===== src/rtl/idex_pipl.sv =====
// ID/EX pipeline register: captures decoded operands and control each cycle.
// An all-zero register is a NOP bubble, so reset drains the stage safely.
module idex_pipl (
  input  logic         clock,
  input  logic         reset,
  output logic [120:0] idex_reg,
  input  logic [4:0]   ra,
  input  logic [4:0]   rb,
  input  logic [4:0]   wa,
  input  logic [31:0]  im_gen,
  input  logic [31:0]  rda,
  input  logic [31:0]  rdb,
  input  logic [3:0]   alu_op,
  input  logic         brnch,
  input  logic         mem_rd,
  input  logic         mem_to_rgs,
  input  logic         mem_wr,
  input  logic         alu_src,
  input  logic         reg_wr
);

  logic [120:0] idex_d;
  logic [120:0] idex_q;

  always_comb begin
    idex_d = {ra, rb, wa, im_gen, rda, rdb, alu_op,
              brnch, mem_rd, mem_to_rgs, mem_wr, alu_src, reg_wr};
  end

  always_ff @(posedge clock or negedge reset) begin
    if (!reset) begin
      idex_q <= '0;
    end else begin
      idex_q <= idex_d;
    end
  end

  assign idex_reg = idex_q;

endmodule


===== config.mk =====
export PLATFORM = sky130hd
export DESIGN_NAME = idex_pipl
export DESIGN_NICKNAME = d
export VERILOG_FILES = /design/src/rtl/idex_pipl.sv
export SDC_FILE = /design/constraint.sdc
export NUM_CORES = 1
export LEC_CHECK = 0
export ABC_CLOCK_PERIOD_IN_PS = 800
export CAP_MARGIN = 20
export CELL_PAD_IN_SITES_DETAIL_PLACEMENT = 0
export CELL_PAD_IN_SITES_GLOBAL_PLACEMENT = 2
export CORE_MARGIN = 2
export CORE_UTILIZATION = 21
export CTS_BUF_LIST = sky130_fd_sc_hd__clkbuf_4 sky130_fd_sc_hd__clkbuf_8
export DETAILED_ROUTE_END_ITERATION = 12
export PLACE_DENSITY_LB_ADDON = 0.2
export SYNTH_ARGS = -nofsm -noshare
export SYNTH_HDL_FRONTEND = slang
export SYNTH_SLANG_ARGS = --single-unit

===== constraint.sdc =====
create_clock -name clock -period 0.8 [get_ports clock]
set_input_delay 0.12 -clock clock [delete_from_list [all_inputs] [get_ports clock]]
set_output_delay 0.12 -clock clock [all_outputs]
set_load 0.02 [all_outputs]

# After elaboration in Yosys (flattened, before gate mapping)
# Cells that the tools add are included.
[totals]
regBits = 121
inputBits = 123
out_inout_bits = 121
elab_cells = 1

# Depth between registers and ports, before layout
[logic_depth]
ltp_word = 0
ltp_mapped = 0
depth_no_buf = 0

# Worst setup path after synthesis
# OpenSTA, ideal clock, no wires.
[synth_path]
kind = "reg-to-output"
from = "register idex_q[0] (netlist: idex_reg[0])"
to = "output port idex_reg[0]"
t_arrival_ps = 416
required_time_ps = 680
path_slack_ps = 264
path_stages_with_launch = 1
n_path_buf = 0
path_cell_list = "dfrtp_1"
[synth_lines]
columns = ["item", "line", "rtl"]
rows = [
  ["start, declared", "23", "logic [120:0] idex_q;"],
  ["start signal, assigned", "34", "idex_q <= idex_d;"],
  ["end, declared", "6", "output logic [120:0] idex_reg,"],
]
# No word-level cell between the ends.

# Worst setup path in the final report
[layout_path]
from = "register idex_q[11] (netlist: idex_reg[11])"
to = "output port idex_reg[11]"
# No word-level cell between the ends.

==> PnR_summary.wiki <==
{| class="wikitable"
! Metric !! Value
|-
| Cell Rows || 43
|-
| Highest ir drop seen on vdd || 1.06 mV
|-
| Largest register FFs || 121
|-
| Unrepaired setup endpoints after global routing || true
|-
| Diode insertion count for antenna repair || 0
|-
| Status || finished with violations
|-
| Number of buffers created by CTS || 17
|-
| Highest clock rate || 938 MHz
|-
| Final Max Slew Viols || 0
|-
| Critical Path RT || 680 ps
|-
| First-pass GRT wire length || 12.7 mm
|-
| Critical path buffers and inverters || 1
|-
| Number of port buffers || 243
|-
| Number of antenna violations at the first check in global routing || 0
|-
| Drt first-iter violations || 41
|-
| Horiz. Die Dim || 124 µm
|-
| Number of filler instances in the final layout || 1262
|-
| Final Hold Vio Count || 0
|-
| Mean Syn Cell Area || 25.0 µm²
|-
| Final min period || 1070 ps
|-
| Slowest Stage Delay on Critical Path || 390 ps
|-
| Combined area of all synthesized cells || 3030 µm²
|-
| Power density over the cells || 2230 nW/µm²
|-
| Max-cap violation count || 0
|-
| Detailed Routing Iterations Pass 1 || 3
|-
| Die span in y || 124 µm
|-
| Cell family contributing the most delay on the critical path || flip-flops
|-
| Routed len/inst || 15.5 µm
|-
| Net count of the mapped netlist || 244
|-
| Static Leakage || 2.88 nW
|-
| Share of cells above drive strength 1 || 0.394
|-
| Sequential area share after synthesis || 1.00
|-
| Kind of critical path || register to primary output
|-
| Count of multi-input gates || 0
|-
| Final setup viols || 121
|-
| Core area || 14000 µm²
|-
| Detailed-route DRC error count || 0
|-
| Post-synthesis cell type count || 1
|-
| Endpoint kind of the worst setup timing path || primary output
|-
| CTS tree || done
|-
| Post-layout power || 14.2 mW
|-
| Initial core utilization || 0.216
|-
| Worst setup slack after layout || -267 ps
|-
| Largest fanout on the critical path || 1
|-
| Critical Path Source Type || register
|-
| Crit path arrival time || 950 ps
|-
| Deepest level of the CTS H-tree || 4
|-
| Via count of the first global-routing pass || 2186
|-
| Class of the worst hold path || input port to async pin
|-
| Violations in the final reports || negative setup slack
|-
| DIE AREA || 15400 µm²
|-
| WHS || 114 ps
|-
| Worst max-slew margin expressed relative to the limit || 0.838
|-
| Number of nets in the finished design || 511
|-
| Largest net degree at the start of global routing || 33
|-
| Count of nets left with antenna violations after detail routing || 0
|-
| Cells after Synth || 121
|-
| Final estimated routing congestion in global placement || 0.695
|-
| Number of vias per cell || 3.58
|-
| Area of combinational cells with multiple inputs || 0 µm²
|-
| Global routing usage summed across all routing layers || 0.119
|-
| Clock-pin slew on the worst setup and hold paths || 60 ps
|-
| I/O pin total || 244
|-
| Clock tree root driver cell || sky130_fd_sc_hd__clkbuf_8
|-
| Clock sinks || 121
|-
| GRT overflow || 0
|-
| Clock Tree Buf Depth || 2
|-
| Routed WL || 9.01 mm
|-
| Detailed placer's ending HPWL || 6.98 mm
|-
| Actual slew at the worst max-slew pin || 243 ps
|-
| Final period util || 1.33
|-
| Vias || 2081
|-
| Yosys warnings || 0
|-
| Post-synthesis to final-layout area growth || 110%
|-
| Most used cells in the layout excluding fill and tap cells || 121 x sky130_fd_sc_hd__dfrtp_1, 121 x sky130_fd_sc_hd__clkdlybuf4s50_1, 121 x sky130_fd_sc_hd__buf_6, 20 x sky130_fd_sc_hd__clkbuf_8
|-
| Slowest stage cell on the critical path || sky130_fd_sc_hd__dfrtp_1
|-
| Register bit count reported by yosys || 121
|-
| Critical Path, Cell by Cell || buf_6
|}
-- worst paths after layout --
check                                        from                     end  slack (ps)  cells past startpoint
setup / recovery           idex_reg[11]$_DFF_PN0_            idex_reg[11]        -270                      1
hold / removal                              reset  idex_reg[27]$_DFF_PN0_         110                      2
max in group asynchronous                   reset  idex_reg[79]$_DFF_PN0_         240                      3
min in group clock                      im_gen[8]  idex_reg[82]$_DFF_PN0_         130                      1
-- synthesized netlist by cell type --
| cell | n | area share |
|---|---|---|
| sky130_fd_sc_hd__dfrtp_1 | 121 | 1.0 |
-- power breakdown --
part | switching, mW | internal (mW) | total, mW | leakage, nW
sequential | 0.141 | 6.43 | 6.57 | 1.41
clock | 2.26 | 3.45 | 5.71 | 0.220
combinational | 0.754 | 1.13 | 1.89 | 1.25
total | 3.16 | 11.0 | 14.2 | 2.88
-- cell families after synthesis --
family	synth area share
DFF	1.00
-- metrics by stage --
| step | instances | worst slack, ps | util | instance area, µm² | TNS, ps |
|---|---|---|---|---|---|
| after floorplan | 121 | 264 | - | 3030 | 0 |
| after global placement | 548 | -269 | 0.412 | 5760 | -27720 |
| after detailed placement | 548 | -267 | 0.412 | 5760 | -27720 |
| after CTS | 581 | -323 | 0.454 | 6350 | -36420 |
| after global routing | 581 | -341 | 0.454 | 6350 | -38650 |
| final | 581 | -267 | 0.454 | 6350 | -29890 |
-- what timing repair did --
item | in CTS | in global routing
endpoints found under the hold margin | 121 | 0
gates cloned | 0 | 0
setup buffers | 0 | 0
hold buffers | 1 | 0
setup endpoints to repair | 121 | 121
gates resized for setup | 726 | 0
-- metal layers --
metal / share of wire / wire length (µm) / GRT usage
met5: 0 / 0 / 0
met4: 0.017 / 152 / 0.0597
met3: 0.15 / 1330 / 0.0801
met2: 0.49 / 4400 / 0.182
met1: 0.35 / 3110 / 0.125
-- layout make-up --
type	instances	area [µm²]	area share
Sequential cell	121	3030	0.477
Timing Repair Buffer	248	2670	0.421
Clock buffer	24	305	0.0481
Tap cell	180	225	0.0355
Clock inverter	8	118	0.0185
Note: power is estimated with default switching activity, not from simulation.
==> variant (config.mk and constraints unchanged) <==
Put one more register stage on the output `idex_reg`, without a reset. The value now appears one clock later.
--- a/src/rtl/idex_pipl.sv
+++ b/src/rtl/idex_pipl.sv
@@ -35,7 +35,9 @@
     end
   end
 
-  assign idex_reg = idex_q;
+  always_ff @(posedge clock) begin
+    idex_reg <= idex_q;
+  end
 
 endmodule
 
Behaviour: not the same (a bounded check fails within 4 cycles, from zero or initial values and one cycle with reset low).
==> variant against the unedited design <==
- the run still ends with negative setup slack left
- non-clock buffer count is 38 higher
- area after synthesis is 80% higher
- setup slack worse by 0.042 ns
- critical endpoint is now idex_reg[44]
- sequential share of layout area rose by 8.9 points
- sequential cell count rose by 121
- hold slack lost 0.11 ns
- critical path type unchanged
- final cell count increased by 60%
- total power rose by 84%
- final area is 56% higher
- die area rose by 77%
- critical path depth unchanged
- sequential power is 99% higher
- routed wire length grew 40%
==> variant: results (changes against the unedited design) <==
| Metric | Value |
|---|---|
| Status | `finished, violations left (unchanged)` |
| Failing checks | `negative setup slack (unchanged)` |
| RePlAce Congestion | `0.6533 (was 0.6953)` |
| Num CTS Buffers | `41 (was 17)` |
| FFs w/ async S/R, synth | `50.00% (was 100.0%)` |
| Number of global-route vias before repair | `3494 (was 2186)` |
| Arrival @ worst endpoint | `0.99 ns (was 0.95 ns)` |
| DR vias | `3091 (was 2081)` |
| Dpl cells | `821 (was 548)` |
| Initial DRC Count | `87 (was 41)` |
| Netlist cell types | `2 (was 1)` |
| Share of cells above drive strength 1 | `53.65% (was 39.40%)` |
| Drt pass-1 iters | `2 (was 3)` |
| Top cells by area, synth | `dfrtp_1 56%, dfxtp_1 44% (was dfrtp_1 100%)` |
| Hold buffers post-CTS | `37 (was 1)` |
| Worst setup margin | `-0.3085 ns (was -0.2665 ns)` |
| Total wire length | `12610 µm (was 9005 µm)` |
| Top post-synthesis cells by count | `121 x dfrtp_1, 121 x dfxtp_1 (was 121 x dfrtp_1)` |
| H-tree depth | `2 (was 4)` |
| Clock buffer depth | `3 (was 2)` |
| Post-Synthesis Net Count | `365 (was 244)` |
| Main synth FF type | `dfxtp_1 (was dfrtp_1)` |
| Finish-stage setup viols | `121 (unchanged)` |
| Total track usage | `9.232% (was 11.91%)` |
| Static leakage | `4.297 nW (was 2.882 nW)` |
| Fillers | `2382 (was 1262)` |
| Top Family by Delay on Critical Path | `flip-flops (unchanged)` |
| Fin Hold WS | `0.001721 ns (was 0.1142 ns)` |
| Vias per cell | `3.317 (was 3.582)` |
| CP max-delay cell | `dfxtp_2 (was dfrtp_1)` |
| Slew headroom | `84.99% (was 83.79%)` |
| Max VDD drop | `1.295 mV (was 1.063 mV)` |
| Worst stage delay on the critical path | `0.36 ns (was 0.39 ns)` |
| Pin count of the biggest net entering global routing | `39 (was 33)` |
| Final net count | `694 (was 511)` |
| Global-route wire length before repair | `19060 µm (was 12650 µm)` |
| Post-Syn Area per Cell | `22.52 µm² (was 25.02 µm²)` |
| DP HPWL | `8674 µm (was 6983 µm)` |
variant: cell count changes in the layout (fill, tap and decap cells not counted):
cell           before  now
buf_4               1    4
dlygate4sd3_1       1   37
bufinv_16           3    0
buf_6             121  122
dfxtp_2             0  121
clkbuf_4            4   17
clkbuf_8           20   50
clkinv_2            4    6
buf_12              4    2
variant: worst max-delay path by stage:
stage,depth (start not counted),endpoint,slack [ns],start
CTS,1,idex_reg[44],-0.36,idex_reg[44]$_DFF_P_
floorplan,0,idex_reg[0],0.28,idex_reg[0]$_DFF_P_
global placement,1,idex_reg[44],-0.31,idex_reg[44]$_DFF_P_
global route,1,idex_reg[44],-0.36,idex_reg[44]$_DFF_P_
detailed placement,1,idex_reg[44],-0.31,idex_reg[44]$_DFF_P_
finish,1,idex_reg[44],-0.31,idex_reg[44]$_DFF_P_
variant: power breakdown:
group          internal [mW]  leakage, nW  switching [mW]  total, mW
Clock                   6.44        0.461            4.59       11.0
Sequential              12.9         2.43           0.212       13.1
Combinational           1.25         1.40           0.799       2.05
variant: final cells by class:
| type | count | area (µm²) | area share (%) |
|---|---|---|---|
| sequential | 242 | 5602 | 56.62 |
| clock inverter | 7 | 37.54 | 0.3794 |
| clock buffer | 67 | 815.8 | 8.246 |
| timing repair buffer | 286 | 3025 | 30.58 |
| tap | 330 | 412.9 | 4.174 |
variant: timing repair:
| item | in CTS | in global routing |
|---|---|---|
| resized for setup | 835 | 0 |
| hold endpoints to repair | 157 | 9 |
| endpoints found under the setup margin | 121 | 121 |
variant: logic make-up after synthesis:
family,after synthesis,share of synthesized area [%]
DFF,242,100.0
variant: layer usage:
metal  vias to the layer above  global-route usage [%]  routed length [µm]
met1                      1475                   9.942                4583
met4                         0                   4.585                 360
met3                        34                   4.920                1517
met5                         -                       0                   0
li1                       1416                       -                   -
met2                       166                   14.81                6147
variant: per-stage QoR:
step           setup TNS (ns)  cell area (µm²)  utilization (%)  worst slack, ns
2_1_floorplan               0             5450                -           0.2849
3_3_place_gp           -26.00             8359            33.01          -0.3114
3_5_place_dp           -25.85             8359            33.01          -0.3128
4_1_cts                -38.62             9893            39.06          -0.3604
5_1_grt                -38.97             9893            39.06          -0.3631
6_report               -32.34             9893            39.06          -0.3085
